--- config.mk ---
export PLATFORM = sky130hd
export DESIGN_NAME = seg_scan_decoder
export DESIGN_NICKNAME = d
export VERILOG_FILES = /design/src/rtl/seg_pkg.sv /design/src/rtl/seg_pattern_decode.sv /design/src/rtl/seg_scan_decoder.sv
export SDC_FILE = /design/constraint.sdc
export NUM_CORES = 1
export LEC_CHECK = 0
export CAP_MARGIN = 40
export CORE_MARGIN = 2
export CORE_UTILIZATION = 40
export CTS_CLUSTER_DIAMETER = 100
export DETAILED_ROUTE_END_ITERATION = 16
export GPL_ROUTABILITY_DRIVEN = 0
export PLACE_DENSITY_LB_ADDON = 0.25
export SLEW_MARGIN = 20
export SYNTH_ARGS = -nofsm -noshare
export SYNTH_HDL_FRONTEND = slang
export SYNTH_SLANG_ARGS = --single-unit
--- constraint.sdc ---
create_clock -name clk -period 2.5 [get_ports clk]
set_clock_uncertainty 0.2 [all_clocks]
set_input_delay 0.5 -clock clk [delete_from_list [all_inputs] [get_ports clk]]
set_output_delay 0.5 -clock clk [all_outputs]
set_load 0.01 [all_outputs]
--- src/rtl/seg_pkg.sv ---
// Shared definitions for the 7-segment scan receiver: segment table, FSM states, strobe helper.
package seg_pkg;

    localparam int SEG_WIDTH  = 7;
    localparam int MAX_DIGITS = 8;

    // Active-low segment codes, bit6=g .. bit0=a, indexed by the nibble they display.
    localparam logic [SEG_WIDTH-1:0] SEG_CODE [16] = '{
        7'h40, 7'h79, 7'h24, 7'h30, 7'h19, 7'h12, 7'h02, 7'h78,
        7'h00, 7'h18, 7'h08, 7'h03, 7'h46, 7'h21, 7'h06, 7'h0E
    };

    typedef enum logic [1:0] {
        IDLE,
        SETTLE,
        HOLD
    } state_t;

    // True when exactly one strobe is low; unused upper bits must be padded high.
    function automatic logic is_onehot_low(input logic [MAX_DIGITS-1:0] dig_n);
        int unsigned lows;
        lows = 0;
        for (int i = 0; i < MAX_DIGITS; i++) begin
            if (!dig_n[i]) lows++;
        end
        return (lows == 1);
    endfunction

endpackage

--- src/rtl/seg_pattern_decode.sv ---
// Purpose: map an active-low 7-segment pattern back to its hex nibble, flagging unknown codes.
// Latency: combinational.
// Backpressure: none.
module seg_pattern_decode
    import seg_pkg::*;
(
    input  logic [SEG_WIDTH-1:0] seg,
    output logic [3:0]           nibble,
    output logic                 invalid
);

    always_comb begin
        nibble  = 4'h0;
        invalid = 1'b1;
        for (int i = 0; i < 16; i++) begin
            if (seg == SEG_CODE[i]) begin
                nibble  = 4'(i);
                invalid = 1'b0;
            end
        end
    end

endmodule

--- src/rtl/seg_scan_decoder.sv ---
// Purpose: observe a multiplexed 7-segment bus and rebuild the displayed NDIGITS-digit hex value.
// Latency: SYNC_STAGES + STABLE_CYCLES from stable pins to digit capture, +1 to the valid pulse.
// Backpressure: none; free-running observer, outputs are pulses and held registers.
module seg_scan_decoder
    import seg_pkg::*;
#(
    parameter int NDIGITS       = 4,
    parameter int STABLE_CYCLES = 4,
    parameter int SYNC_STAGES   = 2
) (
    input  logic                   clk,
    input  logic                   rst_n,
    input  logic [SEG_WIDTH-1:0]   seg,
    input  logic [NDIGITS-1:0]     dig,
    output logic [4*NDIGITS-1:0]   value,
    output logic                   valid,
    output logic                   err,
    output logic [NDIGITS-1:0]     digit_err
);

    localparam int CW = $clog2(STABLE_CYCLES + 1);
    localparam int IW = $clog2(NDIGITS);

    logic [SEG_WIDTH-1:0]      seg_sync [SYNC_STAGES];
    logic [NDIGITS-1:0]        dig_sync [SYNC_STAGES];
    logic [SEG_WIDTH-1:0]      seg_s, seg_p;
    logic [NDIGITS-1:0]        dig_s, dig_p;
    logic [MAX_DIGITS-1:0]     dig_pad;
    logic [IW-1:0]             dig_idx;
    logic                      dig_ok, changed, cap, frame_done;
    logic [3:0]                nib;
    logic                      inv;
    logic [CW-1:0]             cnt;
    state_t                    state;
    logic [NDIGITS-1:0]        mask, mask_next;
    logic [NDIGITS-1:0][3:0]   shadow_nib;
    logic [NDIGITS-1:0]        shadow_err;

    always_ff @(posedge clk or negedge rst_n) begin
        if (!rst_n) begin
            for (int i = 0; i < SYNC_STAGES; i++) begin
                seg_sync[i] <= '1;
                dig_sync[i] <= '1;
            end
        end else begin
            seg_sync[0] <= seg;
            dig_sync[0] <= dig;
            for (int i = 1; i < SYNC_STAGES; i++) begin
                seg_sync[i] <= seg_sync[i-1];
                dig_sync[i] <= dig_sync[i-1];
            end
        end
    end

    assign seg_s = seg_sync[SYNC_STAGES-1];
    assign dig_s = dig_sync[SYNC_STAGES-1];

    seg_pattern_decode u_decode (
        .seg     (seg_s),
        .nibble  (nib),
        .invalid (inv)
    );

    always_comb begin
        dig_pad = '1;
        dig_pad[NDIGITS-1:0] = dig_s;
        dig_idx = '0;
        for (int i = 0; i < NDIGITS; i++) begin
            if (!dig_s[i]) dig_idx = IW'(i);
        end
    end

    assign dig_ok     = is_onehot_low(dig_pad);
    assign changed    = (seg_s != seg_p) || (dig_s != dig_p);
    assign cap        = (state == SETTLE) && !changed && (cnt == CW'(STABLE_CYCLES));
    assign frame_done = &mask;

    // A capture landing on the frame-complete cycle seeds the next frame's mask.
    always_comb begin
        mask_next = frame_done ? '0 : mask;
        if (cap) mask_next[dig_idx] = 1'b1;
    end

    always_ff @(posedge clk or negedge rst_n) begin
        if (!rst_n) begin
            state      <= IDLE;
            cnt        <= '0;
            seg_p      <= '1;
            dig_p      <= '1;
            mask       <= '0;
            shadow_nib <= '0;
            shadow_err <= '0;
            value      <= '0;
            valid      <= 1'b0;
            err        <= 1'b0;
            digit_err  <= '0;
        end else begin
            seg_p <= seg_s;
            dig_p <= dig_s;
            valid <= frame_done;
            err   <= cap && inv;
            mask  <= mask_next;

            if (frame_done) begin
                value     <= shadow_nib;
                digit_err <= shadow_err;
            end

            if (cap) begin
                shadow_nib[dig_idx] <= nib;
                shadow_err[dig_idx] <= inv;
            end

            case (state)
                IDLE: begin
                    if (dig_ok) begin
                        state <= SETTLE;
                        cnt   <= CW'(1);
                    end else begin
                        cnt   <= '0;
                    end
                end
                SETTLE: begin
                    if (changed) begin
                        if (dig_ok) begin
                            cnt   <= CW'(1);
                        end else begin
                            state <= IDLE;
                            cnt   <= '0;
                        end
                    end else if (cap) begin
                        state <= HOLD;
                    end else begin
                        cnt   <= cnt + CW'(1);
                    end
                end
                HOLD: begin
                    // Counter stays saturated until the bus moves.
                    if (changed) begin
                        if (dig_ok) begin
                            state <= SETTLE;
                            cnt   <= CW'(1);
                        end else begin
                            state <= IDLE;
                            cnt   <= '0;
                        end
                    end
                end
                default: begin
                    state <= IDLE;
                    cnt   <= '0;
                end
            endcase
        end
    end

endmodule

Word-level counts from Yosys, hierarchy flattened
Index checks and enable logic that the tools add are counted.
{"block": "totals", "ff_bits": 84, "word_cells": 120}
{"block": "classes", "n_eq_ne": 26, "reduce_logical": 11, "muxes": 58, "bitwise_logic": 1, "addsub": 4, "order_cmp": 2}
{"operator": "$add A32 B1 Y32 const B", "n": 3}
{"operator": "$mux W32", "n": 3}
{"operator": "$mux W4", "n": 11}
{"operator": "$eq A32 B1 Y1 const B", "n": 1}
{"operator": "$eq A7 B7 Y1 const B", "n": 4}
{"operator": "$mux W1", "n": 22}
{"operator": "$eq A7 B5 Y1 const B", "n": 3}
{"operator": "$eq A7 B6 Y1 const B", "n": 3}
{"operator": "$mux W3", "n": 7}
{"operator": "$mux W2", "n": 9}
{"operator": "$bwmux W16", "n": 1}
{"operator": "$eq A7 B2 Y1 const B", "n": 2}
{"operator": "$eq A7 B4 Y1 const B", "n": 2}
{"operator": "$ne A3 B3 Y1 const B", "n": 3}
{"operator": "$pmux W3 S3", "n": 1}
{"operator": "$demux W4 S2", "n": 1}
{"operator": "$reduce_and A4 Y1", "n": 2}
{"operator": "$eq A7 B3 Y1 const B", "n": 1}
{"operator": "$logic_not A7 Y1", "n": 1}
{"operator": "$ne A7 B7 Y1", "n": 1}
{"operator": "$pmux W2 S3", "n": 1}
{"operator": "$bwmux W4", "n": 1}
{"operator": "$logic_and A1 B1 Y1", "n": 4}
{"operator": "$ne A2 B2 Y1 const B", "n": 2}
{"operator": "other kinds (13)", "n": 13}

Logic depth before layout (Yosys ltp)
Gate-level depths: netlist of run 1.
{"block": "depth", "word_depth": 18, "mapped_depth": 10, "ltp_nobuf": 10}

By module
Synthesis of run 1 repeated with hierarchy kept, for this count alone.
{"block": "unflattened", "hier_cells": 303, "area_unflattened_um2": 3552.2}
{"mod": "seg_scan_decoder", "area_each_um2": 3130.5, "seq_area_each_um2": 2143.3, "cells_each": 240, "instances": 1}
{"mod": "seg_pattern_decode", "area_each_um2": 421.7, "seq_area_each_um2": 0.0, "cells_each": 63, "instances": 1}

Least setup slack after synthesis of run 1
No wires, ideal clock.
{"block": "synth_timing", "path_kind": "flip-flop to flip-flop", "from": "reg dig_sync (netlist bit dig_s[2])", "to": "reg shadow_err[1]", "path_buffers": 2, "setup_slack_ns": 0.071, "setup_ns": 0.125, "synth_period_minus_slack_ns": 2.429, "stages_incl_launch_ff": 8, "required_time_ns": 2.175, "arrival_time_ns": 2.105, "path_cell_list": "dfstp_2 buf_6 xnor2_2 nand4_1 or3_1 buf_6 nor4_4 mux2_2"}
{"block": "synth_between", "elab_chain_len": 7, "word_cells_on_any_way": 13, "classes_between": "2 x order compare; 1 x eq/ne; 5 x mux; 5 x reduce/logical"}
{"item": "start: declaration", "line": "seg_scan_decoder.sv:25", "source": "logic [NDIGITS-1:0] dig_sync [SYNC_STAGES];"}
{"item": "start signal: indexed assignment", "line": "seg_scan_decoder.sv:50", "source": "dig_sync[i] <= dig_sync[i-1];"}
{"item": "$mux W2 (2 in series)", "line": "seg_scan_decoder.sv:69", "source": "if (!dig_s[i]) dig_idx = IW'(i);"}
{"item": "$lt A2 B3 Y1 (not written as such) / $ge A2 B1 Y1 (equally long branches)", "line": "seg_scan_decoder.sv:111", "source": "shadow_err[dig_idx] <= inv;"}
{"item": "$logic_and A1 B1 Y1 (not written as such)", "line": "seg_scan_decoder.sv:111"}
{"item": "$mux W1 (not written as such)", "line": "seg_scan_decoder.sv:111"}
{"item": "$demux W1 S2", "line": "seg_scan_decoder.sv:111"}
{"item": "$bwmux W4", "line": "seg_scan_decoder.sv:111"}
{"item": "end signal: indexed assignment", "line": "seg_scan_decoder.sv:111"}
{"item": "end: declaration", "line": "seg_scan_decoder.sv:37", "source": "logic [NDIGITS-1:0] shadow_err;"}
Parallel ways exist; a longest one is shown, timed or not.
A chain may end at the register's enable or synchronous reset.

Final worst setup path of run 1
{"block": "layout_timing", "from": "reg seg_sync (netlist bit seg_s[6])", "to": "reg shadow_nib[5] in the netlist's numbering"}
{"block": "layout_between", "elab_chain_len": 16, "word_cells_on_any_way": 34, "classes_between": "14 x eq/ne; 15 x mux; 5 x reduce/logical"}
{"item": "start: declaration", "line": "seg_scan_decoder.sv:24", "source": "logic [SEG_WIDTH-1:0] seg_sync [SYNC_STAGES];"}
{"item": "start signal: indexed assignment", "line": "seg_scan_decoder.sv:49", "source": "seg_sync[i] <= seg_sync[i-1];"}
{"item": "$eq A7 B6 Y1", "line": "seg_pattern_decode.sv:16", "source": "if (seg == SEG_CODE[i]) begin"}
{"item": "$mux W2 (2 in series)", "line": "seg_pattern_decode.sv:16"}
{"item": "$mux W3 (4 in series)", "line": "seg_pattern_decode.sv:16"}
{"item": "$mux W4 (8 in series)", "line": "seg_pattern_decode.sv:16"}
{"item": "$bwmux W16", "line": "seg_scan_decoder.sv:110", "source": "shadow_nib[dig_idx] <= nib;"}
{"item": "end signal: indexed assignment", "line": "seg_scan_decoder.sv:110"}
{"item": "end: declaration", "line": "seg_scan_decoder.sv:36", "source": "logic [NDIGITS-1:0][3:0] shadow_nib;"}
Parallel ways exist; a longest one is shown, timed or not.

==> results of run 1 <==
[state kept, by name, summed over array words and instances (netlist names)]
signal      count
seg_sync        7
seg_p           7
valid           1
cnt             3
dig_p           4
state           2
shadow_nib     16
dig_sync        4
mask            4
seg_s           7
err             1
digit_err       4
value          16
dig_s           4
shadow_err      4
[cells by family after synthesis]
kind of cell	after synthesis	share of synthesized area, %
muxes	21	6.63
adders and majority gates	6	2.05
and+or+nand+nor	123	17.1
DFF	84	60.4
xor gates and xnor gates	15	4.34
buffers and inverters	25	3.56
AOI/OAI and AO/OA	30	5.82
[worst max-delay path by stage]
stage                     depth (start not counted)                         to
after CTS                                         9         cnt[0]$_DFFE_PN0P_
after floorplan                                   7  shadow_err[1]$_DFFE_PN0P_
after global routing                             10         cnt[0]$_DFFE_PN0P_
after detailed placement                          9         cnt[0]$_DFFE_PN0P_
final                                             6  shadow_nib[5]$_DFFE_PN0P_
after global placement                            9         cnt[0]$_DFFE_PN0P_
[cells in the mapped netlist, drive strengths merged, types with 4 or more instances]
library cell,count
nand2,75
dfrtp,51
dfstp,33
mux2,20
xnor2,14
clkbuf,10
inv,9
a21oi,8
nor2,8
buf,6
nand3,6
ha,5
nand4,4
nor3,4
nor3b,4
[per-stage QoR]
stage | util (%) | area [um^2] | instances | hold slack (ps) | worst slack (ps)
5_1_grt | 50.2 | 4360 | 469 | 162 | 39.7
4_1_cts | 49.9 | 4330 | 469 | 160 | 39.0
3_3_place_gp | 47.1 | 4080 | 451 | 145 | 102
3_5_place_dp | 47.1 | 4080 | 451 | 147 | 12.2
2_1_floorplan | - | 3550 | 304 | 4.41 | 70.7
6_report | 50.2 | 4360 | 469 | 158 | 153
[routing by layer]
metal  global-route usage [%]  wire (um)
met1                     19.5       3070
met4                     7.17         99
met2                     21.7       2850
met3                     3.72        233
met5                        0          0
[worst reg2reg max path, delay by kind of cell (launching register included)]
kind | cells | cell delay [ps]
XOR/XNOR | 1 | 140
flip-flops | 1 | 560
buffers and inverters | 1 | 190
AND/OR/NAND/NOR | 3 | 810
multiplexers | 1 | 340
[repair_timing]
item,CTS,global route
setup endpoints to repair,1,4
pin swaps,0,1
hold buffers,1,0
gates resized for setup,0,4
hold endpoints to repair,24,0
setup buffers,1,0
[cells in the final DEF (no fill, tap or decap), types with 6 or more instances in the layout]
master	instances
nand2_1	75
dfrtp_1	51
dfstp_2	33
clkdlybuf4s50_1	33
buf_4	23
mux2_2	19
xnor2_1	10
inv_1	9
clkbuf_8	9
nor2_1	8
a21oi_1	8
nand3_1	6
[area by class of cell]
class,instances,area share [%]
Tap cell,108,3.10
Multi-Input combinational cell,195,30.0
Clock inverter,7,2.38
Timing Repair Buffer,57,11.8
Sequential cell,84,49.2
Clock buffer,9,2.84
Inverter,9,0.775
[report_power, final]
part	internal [uW]	switching (uW)	leakage, uW
Sequential	1410	19.2	0.00106
Combinational	93.2	108	0.000855
Clock	576	524	0.000108
==> impl_metrics.ini, run 1 <==
[run_status]
status = complete, no violations

[die]
die_area_um2 = 9630
die_h_um = 98.2
boundaryPins = 35
fp.dieW_um = 98.2
core_area_um2 = 8680
start_util_pct = 40.9
num_rows = 34

[worst_setup_path]
slowest_stage = dfstp_2
worstSetupPathType = reg -> reg
crit_required_ps = 2550
worstPathCellList = xnor2_1 > nand4_1 > or3_4 > nor4_4 > buf_4 > mux2_2
crit_family = simple AND/OR/NAND/NOR gates
rr_worst_depth = 6
r2r-start = seg_s[6]$_DFF_PN1_
ff2ff_setup_slack_ps = 150
cp.arrival_ps = 2390
critPathBufInv = 1
crit-reg2reg-capture = shadow_nib[5]$_DFFE_PN0P_
cp-start-kind = flip-flop
crit_start = seg_s[6]$_DFF_PN1_
cp-end-kind = flip-flop
critPathMaxFanout = 6
slowest_delay_ps = 560

[synthesis]
syn_area_per_cell_um2 = 11.7
synth.yosys.warnings = 0
synth_nets = 322
syn_inst = 304
yosysUniqueCellTypes = 49
ys_seq_area_share_pct = 60.4
synth_top_cell_area_share_pct = 36.0
netlist_area_um2 = 3550
synthArstFlopShare_pct = 100
synthFlopType = dfrtp_1
synth_edf_count = 0
synth_top_cell_by_area = dfrtp_1
ys_ff_latch = 84
synth_area_leaders = dfrtp_1, dfstp_2, nand2_1, mux2_2, xnor2_1

[drt]
ant_nets = 0
routed_wirelength_um = 6260
drtPass1Iterations = 4
drt_iter0_markers = 70
viasPerCell = 4.94
post_drt_wl_per_cell_um = 13.3
via_count = 2316
drc = 0

[placed_design]
dp_hpwl_um = 4370
port-buffer-count = 34

[cells_and_area]
diodes = 0
multiInputGateArea_um2 = 1310
nets = 374
fillCellCount = 792
seqCellArea_um2 = 2140
drive_gt1_share_pct = 28.8
area_delta_synth_final_pct = 22.9

[clock_tree]
root_buffer = clkbuf_8
cts.sink_count = 84
cts_buffers = 9
ctsLongestPathBuffers = 2
clk_pin_slew_ps = 90
ctsHtreeMaxLevel = 3
tritoncts = built
worstSkewPairLatency_ps = 360

[hold_path]
min_delay_path_depth = 0
min-delay-start = dig_sync[4]$_DFF_PN1_
min_path_type = reg -> reg
hold_path_end = dig_s[0]$_DFF_PN1_

[grt]
grt_overflow_total = 0
grt_pass1_wl_um = 11000
grt_max_degree = 46
antenna_found_initial = 0
grtUsageTotal_pct = 14.4
grt_pass1_vias = 2299

[pwr]
vdd_drop_max_v = 0.000453
totalPowerFinal_uw = 2730
cellLeakagePower_uw = 0.00202
power_density_nw_per_um2 = 627

[timing]
period_minus_slack_ps = 2350
rsz0062_at_grt = no
worstMarginPinSlew_ps = 611
fin_tns_setup_ps = 0
relSlewSlack_pct = 59.2
fin_crit_sh_pct = 93.9
drv_slew = 0
hold_viol_final = 0
setup_viol = 0
fmax_mhz = 426

[job]
maxCapViolCount = 0
Note: power is estimated with default switching activity, not from simulation.
==> run 2: changes to the inputs <==
--- a/config.mk
+++ b/config.mk
@@ -12,7 +12,7 @@
 export DETAILED_ROUTE_END_ITERATION = 16
 export GPL_ROUTABILITY_DRIVEN = 0
 export PLACE_DENSITY_LB_ADDON = 0.25
-export SLEW_MARGIN = 20
+export SLEW_MARGIN = 5
 export SYNTH_ARGS = -nofsm -noshare
 export SYNTH_HDL_FRONTEND = slang
 export SYNTH_SLANG_ARGS = --single-unit
==> results of run 2 <==
Final layout, timing and power as in run 1 (identical DEF).
==> run 3: changes to the inputs <==
--- a/config.mk
+++ b/config.mk
@@ -12,7 +12,7 @@
 export DETAILED_ROUTE_END_ITERATION = 16
 export GPL_ROUTABILITY_DRIVEN = 0
 export PLACE_DENSITY_LB_ADDON = 0.25
-export SLEW_MARGIN = 5
+export SLEW_MARGIN = 20
 export SYNTH_ARGS = -nofsm -noshare
 export SYNTH_HDL_FRONTEND = slang
 export SYNTH_SLANG_ARGS = --single-unit
==> results of run 3 <==
Final layout, timing and power as in run 1 (identical DEF).
